<file path="src/rtl/sys_cmd_seq_if.sv">
// ---------------------------------------------------------------------------
// sys_cmd_seq_if -- bus bundle between the command sequencer and its
// surroundings (UART RX byte stream, register file, ALU, TX FIFO).
//
//   RX_P_DATA / RX_D_VLD       received byte + one-cycle strobe
//   RD_DATA / RD_DATA_VLD      register-file read return
//   ALU_OUT / ALU_OUT_VLD      ALU result return
//   FIFO_FULL                  TX FIFO back-pressure
//   ADDRESS / WR_EN / WR_DATA  register-file write (and read address)
//   RD_EN                      register-file read strobe
//   ALU_FUN / ALU_EN           ALU operation request
//   CLK_GATE_EN                ALU clock-gate enable
//   TX_P_DATA / TX_D_VLD       byte pushed into the TX FIFO
//   CMD_ERR                    one-cycle protocol error pulse
//
// modport slave  : the sequencer side
// modport master : the environment side (RX, register file, ALU, FIFO)
// ---------------------------------------------------------------------------
interface sys_cmd_seq_if #(
    parameter int DATA_WIDTH    = 8,
    parameter int ADDR          = 4,
    parameter int ALU_OUT_WIDTH = 16
);
    logic [DATA_WIDTH-1:0]    RX_P_DATA;
    logic                     RX_D_VLD;
    logic [DATA_WIDTH-1:0]    RD_DATA;
    logic                     RD_DATA_VLD;
    logic [ALU_OUT_WIDTH-1:0] ALU_OUT;
    logic                     ALU_OUT_VLD;
    logic                     FIFO_FULL;
    logic [ADDR-1:0]          ADDRESS;
    logic                     WR_EN;
    logic [DATA_WIDTH-1:0]    WR_DATA;
    logic                     RD_EN;
    logic [3:0]               ALU_FUN;
    logic                     ALU_EN;
    logic                     CLK_GATE_EN;
    logic [DATA_WIDTH-1:0]    TX_P_DATA;
    logic                     TX_D_VLD;
    logic                     CMD_ERR;

    modport slave (
        input  RX_P_DATA, RX_D_VLD, RD_DATA, RD_DATA_VLD,
               ALU_OUT, ALU_OUT_VLD, FIFO_FULL,
        output ADDRESS, WR_EN, WR_DATA, RD_EN, ALU_FUN, ALU_EN,
               CLK_GATE_EN, TX_P_DATA, TX_D_VLD, CMD_ERR
    );

    modport master (
        output RX_P_DATA, RX_D_VLD, RD_DATA, RD_DATA_VLD,
               ALU_OUT, ALU_OUT_VLD, FIFO_FULL,
        input  ADDRESS, WR_EN, WR_DATA, RD_EN, ALU_FUN, ALU_EN,
               CLK_GATE_EN, TX_P_DATA, TX_D_VLD, CMD_ERR
    );
endinterface

</file>
<file path="src/rtl/sys_cmd_seq.sv">
// ---------------------------------------------------------------------------
// sys_cmd_seq -- byte-stream command sequencer.
//
// Decodes framed commands arriving one byte at a time and drives the
// register file, the ALU and the TX FIFO:
//   AA addr data        register write
//   BB addr             register read, read byte returned on TX
//   CC opA opB fun      write operands to regs 0/1, run ALU, result on TX
//   DD fun              run ALU on current regs 0/1, result on TX
// ALU results go out LSB first, then MSB (always both bytes).
//
// Ports:
//   CLK  single clock, all state on the rising edge
//   RST  asynchronous active-high reset
//   bus  sys_cmd_seq_if.slave (see interface file for signal list)
//
// Every output is a register; strobes are high for exactly one cycle,
// the cycle after the input event that qualifies them. Bytes arriving
// while the sequencer is waiting on the register file, the ALU or the
// FIFO are dropped with a CMD_ERR pulse. A frame stalled mid-way for
// TIMEOUT_CYCLES cycles is abandoned with a CMD_ERR pulse.
// ---------------------------------------------------------------------------
module sys_cmd_seq #(
    parameter int DATA_WIDTH     = 8,
    parameter int ADDR           = 4,
    parameter int ALU_OUT_WIDTH  = 16,
    parameter int TIMEOUT_CYCLES = 1024
) (
    input  logic         CLK,
    input  logic         RST,
    sys_cmd_seq_if.slave bus
);

    localparam int CNT_W = $clog2(TIMEOUT_CYCLES + 1);

    localparam logic [DATA_WIDTH-1:0] CMD_WR  = DATA_WIDTH'(8'hAA);
    localparam logic [DATA_WIDTH-1:0] CMD_RD  = DATA_WIDTH'(8'hBB);
    localparam logic [DATA_WIDTH-1:0] CMD_OP  = DATA_WIDTH'(8'hCC);
    localparam logic [DATA_WIDTH-1:0] CMD_FUN = DATA_WIDTH'(8'hDD);

    typedef enum logic [3:0] {
        ST_IDLE,
        ST_WR_ADDR,
        ST_WR_DATA,
        ST_RD_ADDR,
        ST_RD_WAIT,
        ST_OP_A,
        ST_OP_B,
        ST_FUN,
        ST_ALU_WAIT,
        ST_TX_LSB,
        ST_TX_MSB,
        ST_TX_RD
    } state_e;

    state_e                   state_q,    state_d;
    logic [ADDR-1:0]          address_q,  address_d;
    logic                     wr_en_q,    wr_en_d;
    logic [DATA_WIDTH-1:0]    wr_data_q,  wr_data_d;
    logic                     rd_en_q,    rd_en_d;
    logic [3:0]               alu_fun_q,  alu_fun_d;
    logic                     alu_en_q,   alu_en_d;
    logic                     clk_gate_q, clk_gate_d;
    logic [DATA_WIDTH-1:0]    tx_data_q,  tx_data_d;
    logic                     tx_vld_q,   tx_vld_d;
    logic                     cmd_err_q,  cmd_err_d;
    logic [DATA_WIDTH-1:0]    rd_byte_q,  rd_byte_d;
    logic [ALU_OUT_WIDTH-1:0] alu_res_q,  alu_res_d;
    logic [CNT_W-1:0]         cnt_q,      cnt_d;

    logic                     rx_vld;
    logic [DATA_WIDTH-1:0]    rx_byte;
    logic                     timed;
    logic                     timeout;

    assign rx_vld  = bus.RX_D_VLD;
    assign rx_byte = bus.RX_P_DATA;

    // ------------------------------------------------------------------
    // State and output registers
    // ------------------------------------------------------------------
    always_ff @(posedge CLK or posedge RST) begin
        if (RST) begin
            state_q    <= ST_IDLE;
            address_q  <= '0;
            wr_en_q    <= 1'b0;
            wr_data_q  <= '0;
            rd_en_q    <= 1'b0;
            alu_fun_q  <= '0;
            alu_en_q   <= 1'b0;
            clk_gate_q <= 1'b0;
            tx_data_q  <= '0;
            tx_vld_q   <= 1'b0;
            cmd_err_q  <= 1'b0;
            rd_byte_q  <= '0;
            alu_res_q  <= '0;
            cnt_q      <= '0;
        end else begin
            state_q    <= state_d;
            address_q  <= address_d;
            wr_en_q    <= wr_en_d;
            wr_data_q  <= wr_data_d;
            rd_en_q    <= rd_en_d;
            alu_fun_q  <= alu_fun_d;
            alu_en_q   <= alu_en_d;
            clk_gate_q <= clk_gate_d;
            tx_data_q  <= tx_data_d;
            tx_vld_q   <= tx_vld_d;
            cmd_err_q  <= cmd_err_d;
            rd_byte_q  <= rd_byte_d;
            alu_res_q  <= alu_res_d;
            cnt_q      <= cnt_d;
        end
    end

    // ------------------------------------------------------------------
    // Next-state and next-output logic
    // ------------------------------------------------------------------
    always_comb begin
        state_d    = state_q;
        address_d  = address_q;
        wr_en_d    = 1'b0;
        wr_data_d  = wr_data_q;
        rd_en_d    = 1'b0;
        alu_fun_d  = alu_fun_q;
        alu_en_d   = 1'b0;
        tx_data_d  = tx_data_q;
        tx_vld_d   = 1'b0;
        cmd_err_d  = 1'b0;
        rd_byte_d  = rd_byte_q;
        alu_res_d  = alu_res_q;
        cnt_d      = '0;

        // Only the states that wait on the remote sender are guarded by
        // the inter-byte timer; waits on local blocks are unbounded.
        timed = state_q inside {ST_WR_ADDR, ST_WR_DATA, ST_RD_ADDR,
                                ST_OP_A, ST_OP_B, ST_FUN};

        // A byte landing on the expiry cycle wins over the timeout.
        timeout = timed && !rx_vld &&
                  (cnt_q == CNT_W'(TIMEOUT_CYCLES - 1));

        if (timed && !rx_vld) begin
            cnt_d = cnt_q + 1'b1;
        end

        case (state_q)
            ST_IDLE: begin
                if (rx_vld) begin
                    case (rx_byte)
                        CMD_WR:  state_d = ST_WR_ADDR;
                        CMD_RD:  state_d = ST_RD_ADDR;
                        CMD_OP:  state_d = ST_OP_A;
                        CMD_FUN: state_d = ST_FUN;
                        default: cmd_err_d = 1'b1;
                    endcase
                end
            end

            ST_WR_ADDR: begin
                if (rx_vld) begin
                    address_d = rx_byte[ADDR-1:0];
                    state_d   = ST_WR_DATA;
                end
            end

            ST_WR_DATA: begin
                if (rx_vld) begin
                    wr_en_d   = 1'b1;
                    wr_data_d = rx_byte;
                    state_d   = ST_IDLE;
                end
            end

            ST_RD_ADDR: begin
                if (rx_vld) begin
                    rd_en_d   = 1'b1;
                    address_d = rx_byte[ADDR-1:0];
                    state_d   = ST_RD_WAIT;
                end
            end

            ST_RD_WAIT: begin
                cmd_err_d = rx_vld;
                if (bus.RD_DATA_VLD) begin
                    rd_byte_d = bus.RD_DATA;
                    state_d   = ST_TX_RD;
                end
            end

            // Operands land in registers 0 and 1, where the ALU reads them.
            ST_OP_A: begin
                if (rx_vld) begin
                    wr_en_d   = 1'b1;
                    address_d = '0;
                    wr_data_d = rx_byte;
                    state_d   = ST_OP_B;
                end
            end

            ST_OP_B: begin
                if (rx_vld) begin
                    wr_en_d   = 1'b1;
                    address_d = ADDR'(1);
                    wr_data_d = rx_byte;
                    state_d   = ST_FUN;
                end
            end

            ST_FUN: begin
                if (rx_vld) begin
                    alu_fun_d = rx_byte[3:0];
                    alu_en_d  = 1'b1;
                    state_d   = ST_ALU_WAIT;
                end
            end

            // ALU_EN is a level held until the result comes back.
            ST_ALU_WAIT: begin
                cmd_err_d = rx_vld;
                if (bus.ALU_OUT_VLD) begin
                    alu_res_d = bus.ALU_OUT;
                    state_d   = ST_TX_LSB;
                end else begin
                    alu_en_d  = 1'b1;
                end
            end

            ST_TX_LSB: begin
                cmd_err_d = rx_vld;
                if (!bus.FIFO_FULL) begin
                    tx_vld_d  = 1'b1;
                    tx_data_d = alu_res_q[DATA_WIDTH-1:0];
                    state_d   = ST_TX_MSB;
                end
            end

            ST_TX_MSB: begin
                cmd_err_d = rx_vld;
                if (!bus.FIFO_FULL) begin
                    tx_vld_d  = 1'b1;
                    tx_data_d = alu_res_q[2*DATA_WIDTH-1:DATA_WIDTH];
                    state_d   = ST_IDLE;
                end
            end

            ST_TX_RD: begin
                cmd_err_d = rx_vld;
                if (!bus.FIFO_FULL) begin
                    tx_vld_d  = 1'b1;
                    tx_data_d = rd_byte_q;
                    state_d   = ST_IDLE;
                end
            end

            default: begin
                state_d = ST_IDLE;
            end
        endcase

        // Abandoned frame: no strobes were issued above since no byte
        // arrived this cycle, so only the error pulse goes out.
        if (timeout) begin
            cmd_err_d = 1'b1;
            cnt_d     = '0;
            state_d   = ST_IDLE;
        end

        // Registered copy of "next state is FUN or ALU_WAIT" so the gate
        // enable lines up exactly with those states.
        clk_gate_d = (state_d == ST_FUN) || (state_d == ST_ALU_WAIT);
    end

    // ------------------------------------------------------------------
    // Outputs
    // ------------------------------------------------------------------
    assign bus.ADDRESS     = address_q;
    assign bus.WR_EN       = wr_en_q;
    assign bus.WR_DATA     = wr_data_q;
    assign bus.RD_EN       = rd_en_q;
    assign bus.ALU_FUN     = alu_fun_q;
    assign bus.ALU_EN      = alu_en_q;
    assign bus.CLK_GATE_EN = clk_gate_q;
    assign bus.TX_P_DATA   = tx_data_q;
    assign bus.TX_D_VLD    = tx_vld_q;
    assign bus.CMD_ERR     = cmd_err_q;

endmodule

</file>
<file path="src/flat_wrapper.sv">
// flat-port wrapper written by rule: the top's interface ports become plain ports
module sys_cmd_seq_flat 
#(
    parameter int DATA_WIDTH     = 8,
    parameter int ADDR           = 4,
    parameter int ALU_OUT_WIDTH  = 16,
    parameter int TIMEOUT_CYCLES = 1024
)
  (CLK, RST, bus_RX_P_DATA, bus_RX_D_VLD, bus_RD_DATA, bus_RD_DATA_VLD, bus_ALU_OUT, bus_ALU_OUT_VLD, bus_FIFO_FULL, bus_ADDRESS, bus_WR_EN, bus_WR_DATA, bus_RD_EN, bus_ALU_FUN, bus_ALU_EN, bus_CLK_GATE_EN, bus_TX_P_DATA, bus_TX_D_VLD, bus_CMD_ERR);
  sys_cmd_seq_if #(.DATA_WIDTH(DATA_WIDTH), .ADDR(ADDR), .ALU_OUT_WIDTH(ALU_OUT_WIDTH)) bus_i ();
  input  logic CLK;
  input  logic RST;
  input wire logic [$bits(bus_i.RX_P_DATA)-1:0] bus_RX_P_DATA;
  input wire logic [$bits(bus_i.RX_D_VLD)-1:0] bus_RX_D_VLD;
  input wire logic [$bits(bus_i.RD_DATA)-1:0] bus_RD_DATA;
  input wire logic [$bits(bus_i.RD_DATA_VLD)-1:0] bus_RD_DATA_VLD;
  input wire logic [$bits(bus_i.ALU_OUT)-1:0] bus_ALU_OUT;
  input wire logic [$bits(bus_i.ALU_OUT_VLD)-1:0] bus_ALU_OUT_VLD;
  input wire logic [$bits(bus_i.FIFO_FULL)-1:0] bus_FIFO_FULL;
  output wire logic [$bits(bus_i.ADDRESS)-1:0] bus_ADDRESS;
  output wire logic [$bits(bus_i.WR_EN)-1:0] bus_WR_EN;
  output wire logic [$bits(bus_i.WR_DATA)-1:0] bus_WR_DATA;
  output wire logic [$bits(bus_i.RD_EN)-1:0] bus_RD_EN;
  output wire logic [$bits(bus_i.ALU_FUN)-1:0] bus_ALU_FUN;
  output wire logic [$bits(bus_i.ALU_EN)-1:0] bus_ALU_EN;
  output wire logic [$bits(bus_i.CLK_GATE_EN)-1:0] bus_CLK_GATE_EN;
  output wire logic [$bits(bus_i.TX_P_DATA)-1:0] bus_TX_P_DATA;
  output wire logic [$bits(bus_i.TX_D_VLD)-1:0] bus_TX_D_VLD;
  output wire logic [$bits(bus_i.CMD_ERR)-1:0] bus_CMD_ERR;
  assign bus_i.RX_P_DATA = bus_RX_P_DATA;
  assign bus_i.RX_D_VLD = bus_RX_D_VLD;
  assign bus_i.RD_DATA = bus_RD_DATA;
  assign bus_i.RD_DATA_VLD = bus_RD_DATA_VLD;
  assign bus_i.ALU_OUT = bus_ALU_OUT;
  assign bus_i.ALU_OUT_VLD = bus_ALU_OUT_VLD;
  assign bus_i.FIFO_FULL = bus_FIFO_FULL;
  assign bus_ADDRESS = bus_i.ADDRESS;
  assign bus_WR_EN = bus_i.WR_EN;
  assign bus_WR_DATA = bus_i.WR_DATA;
  assign bus_RD_EN = bus_i.RD_EN;
  assign bus_ALU_FUN = bus_i.ALU_FUN;
  assign bus_ALU_EN = bus_i.ALU_EN;
  assign bus_CLK_GATE_EN = bus_i.CLK_GATE_EN;
  assign bus_TX_P_DATA = bus_i.TX_P_DATA;
  assign bus_TX_D_VLD = bus_i.TX_D_VLD;
  assign bus_CMD_ERR = bus_i.CMD_ERR;
  sys_cmd_seq #(.DATA_WIDTH(DATA_WIDTH), .ADDR(ADDR), .ALU_OUT_WIDTH(ALU_OUT_WIDTH), .TIMEOUT_CYCLES(TIMEOUT_CYCLES)) u_core (.CLK(CLK), .RST(RST), .bus(bus_i));
endmodule
</file>
<file path="config.mk">
export PLATFORM = sky130hd
export DESIGN_NAME = sys_cmd_seq_flat
export DESIGN_NICKNAME = d
export VERILOG_FILES = /design/src/rtl/sys_cmd_seq_if.sv /design/src/rtl/sys_cmd_seq.sv /design/src/flat_wrapper.sv
export SDC_FILE = /design/constraint.sdc
export NUM_CORES = 1
export LEC_CHECK = 0
export ABC_AREA = 1
export BUFFER_PORTS_ARGS = -buffer_cell sky130_fd_sc_hd__buf_2
export CORE_UTILIZATION = 54
export DETAILED_ROUTE_END_ITERATION = 10
export PLACE_DENSITY = 0.75
export SYNTH_ARGS = -nofsm -noshare
export SYNTH_HDL_FRONTEND = slang
export SYNTH_SLANG_ARGS = --single-unit
</file>
<file path="constraint.sdc">
create_clock -name CLK -period 2.3 [get_ports CLK]
set_input_delay 0.23 -clock CLK [delete_from_list [all_inputs] [get_ports CLK]]
set_output_delay 0.23 -clock CLK [all_outputs]
set_load 0.02 [all_outputs]
</file>
==> results_dict.tcl <==
set metrics [dict create \
    status "finished, final reports clean" \
    critPathArrivalTime_ps 2060 \
    regArea_mm2 0.00173 \
    gp_congestion 0.883 \
    cellPowerDensity_mw_per_mm2 1140 \
    track_usage_pct 24.9 \
    dpl.hpwl_um 5030 \
    synth.most_common_cell "dfrtp_1" \
    cts_tree "built" \
    cts_buffers 9 \
    clkLatencyLatePin_ps 350 \
    synth_fp_nets 386 \
    port_buffers 67 \
    synth_cell_types 30 \
    cts_root_buffer "clkbuf_8" \
    die_x_um 78.2 \
    mappedNetlistArea_mm2 0.00313 \
    grt_overflow 0 \
    fin_setup_tns_ps 0 \
    wl_per_cell_um 13.6 \
    core_mm2 0.00554 \
    pwr-share-comb_pct 37.1 \
    p_switching_mw 1.68 \
    grt_first_pass_wirelength_um 11600 \
    seqPwrFrac_pct 42.7 \
    worst_pin_slew_ps 650 \
    netlist_instances 347 \
    die_h_um 78.2 \
    p_leak_nw 1.94 \
    drt-pass1-iter-count 5 \
    nets 461 \
    die-area_mm2 0.00611 \
    ys_seq_area_share_pct 55.1 \
    vdd_ir_drop_max_v 0.000632 \
    num_vias 2578 \
    cp-start-kind "register" \
    yosys.area.top_type_share_pct 55.1 \
    clk_pin_slew_worst_paths_ps 80 \
    yosysTopAreaCell "dfrtp_1" \
    cp_max_fo 24 \
    crit_path_end_kind "register" \
    drc 0 \
    yosys-top-cells-count "69 x dfrtp_1, 62 x nand2_1, 40 x inv_1, 40 x nor2_1, 25 x a21oi_1" \
    hold_violations 0 \
    grt_pass1_vias 2503 \
    start_util_pct 56.5 \
    yosys_warnings 0 \
    critPathKind "register to register" \
    avgViaCountPerCell 5.17 \
    switching_share_pct 39.7 \
    maxCapViolCount 0 \
    avgSynthCellArea_um2 9.03 \
    cts.htree.levels 3 \
    row_count 27 \
    grt_max_degree 32 \
    syn2layout_area_growth_pct 18.6 \
    dp.cells 482 \
    synth_edf_count 0 \
    cts_buffer_depth 2 \
    synth_top_flop_cell "dfrtp_1" \
    antenna_cells 0 \
    io_pins 68 \
    fin_hold_ws_ps 87.0 \
    fillers 480 \
    p_int_mw 2.55 \
    ys_ff_latch 69 \
    min_period_over_period_pct 77.5 \
    drv_slew 0 \
    antenna_found_initial 0 \
    setup_violations 0 \
    relSlewSlack_pct 56.6 \
    synthTopCellsByArea "dfrtp_1 55%, nand2_1 7.4%, inv_1 4.8%" \
    clock_power_share_pct 20.2 \
    cp.required_ps 2580 \
    clock-sinks 69 \
    drt_wl_total_um 6780 \
    power.total_mw 4.22 \
    drtIter0Drc 233 \
    hp-class "primary input to register" \
    skew_ps 7.95 \
    fmax_mhz 561 \
    instances_no_fill 499 \
    async_reset_ff_share_pct 100 \
    multi_input_area_mm2 0.00119 \
    drive_gt1_share_pct 27.9 \
    rsz0062_at_grt "no" \
    ant_nets 0 \
    fin_crit_ps 1780 \
]
-- per-stage QoR --
stage               setup slack [ps]  utilization (%)  instance area [um2]
floorplan                        330                -                 3130
global placement                 619             63.8                 3540
detailed placement               563             63.8                 3540
CTS                              538             67.1                 3710
global route                     353             67.1                 3710
finish                           517             67.1                 3710
-- layer usage --
layer	up-vias	GRT usage, %	routed length, um	share of wire (%)
li1	1288	-	-	-
met1	1199	35.4	3340	49
met2	75	37.0	2980	44
met3	16	4.53	331	4.9
met4	0	11.9	131	1.9
met5	-	0	0	0
-- placed cells by master (no fill, tap or decap), types with 7 or more instances in the layout --
cell type,instances
nand2_1,62
nand3_1,18
nand2_2,7
buf_2,67
a21oi_1,25
o22ai_1,9
inv_1,39
inv_2,9
o21ai_0,14
clkbuf_8,9
dfrtp_1,69
o21ai_2,7
nor2_1,40
-- critical path, cell delays in order (launching register included) --
cell and delay [ps]:
dfrtp_1 440, inv_2 120, nand2_2 100, nor2_1 170, nand2_2 330, o21ai_1 180
nor2_1 80, a21oi_2 150, nand3_1 80, nand2_1 70
-- power groups by stage --
stage	Sequential [mW]	Combinational, mW	Clock (mW)
3_5_place_dp	1.82	1.56	0
4_1_cts	1.80	1.57	0.876
2_1_floorplan	2.03	0.904	0
5_1_grt	1.85	1.74	0.920
6_report	1.80	1.57	0.852
3_3_place_gp	1.81	1.54	0
-- state kept, by name (all words and copies together), names as in the netlist --
name / flops
u_core.alu_res_q: 16
u_core.bus.ADDRESS: 4
u_core.bus.ALU_EN: 1
u_core.bus.ALU_FUN: 4
u_core.bus.CLK_GATE_EN: 1
u_core.bus.CMD_ERR: 1
u_core.bus.RD_EN: 1
u_core.bus.TX_D_VLD: 1
u_core.bus.TX_P_DATA: 8
u_core.bus.WR_DATA: 8
u_core.bus.WR_EN: 1
u_core.cnt_q: 11
u_core.rd_byte_q: 8
u_core.state_q: 4
-- area by class of cell --
cell class	instances	area share [%]
repair buffers	70	9.70
flip-flops and latches	69	46.5
well taps	72	2.43
clock inverters	6	1.08
multi-input cells	224	32.0
inverters	48	4.85
clock buffers	10	3.44
-- worst paths after layout --
kind / from / endpoint / slack (ps) / cells past startpoint
min: bus_ALU_OUT[2] / u_core.alu_res_q[2]$_DFFE_PP0P_ / 90 / 2
max reg2reg: u_core.state_q[1]$_DFF_PP0_ / u_core.bus.CLK_GATE_EN$_DFF_PP0_ / 520 / 9
max in group asynchronous: RST / u_core.alu_res_q[15]$_DFFE_PP0P_ / 1060 / 4
min reg2reg: u_core.bus.WR_DATA[2]$_DFFE_PP0P_ / u_core.bus.WR_DATA[2]$_DFFE_PP0P_ / 480 / 2
min in group asynchronous: RST / u_core.bus.TX_P_DATA[1]$_DFFE_PP0P_ / 520 / 3
max: u_core.state_q[1]$_DFF_PP0_ / u_core.bus.CLK_GATE_EN$_DFF_PP0_ / 520 / 9
-- logic make-up (layout without fill, tap and decap cells) --
family	after synthesis	in the layout	synth area share (%)
and+or+nand+nor	140	140	19.6
DFF	69	69	55.1
AOI/OAI and AO/OA	67	67	12.7
buffers and inverters	54	134	6.91
muxes	11	11	3.95
xor gates and xnor gates	5	5	1.40
adders and majority gates	1	1	0.399
-- repair_timing --
item	4_1_cts	5_1_grt
setup buffers	0	0
gates resized for setup	0	0
hold endpoints to repair	29	0
hold buffers	1	0
No activity file was read; power rests on OpenSTA's default activity.
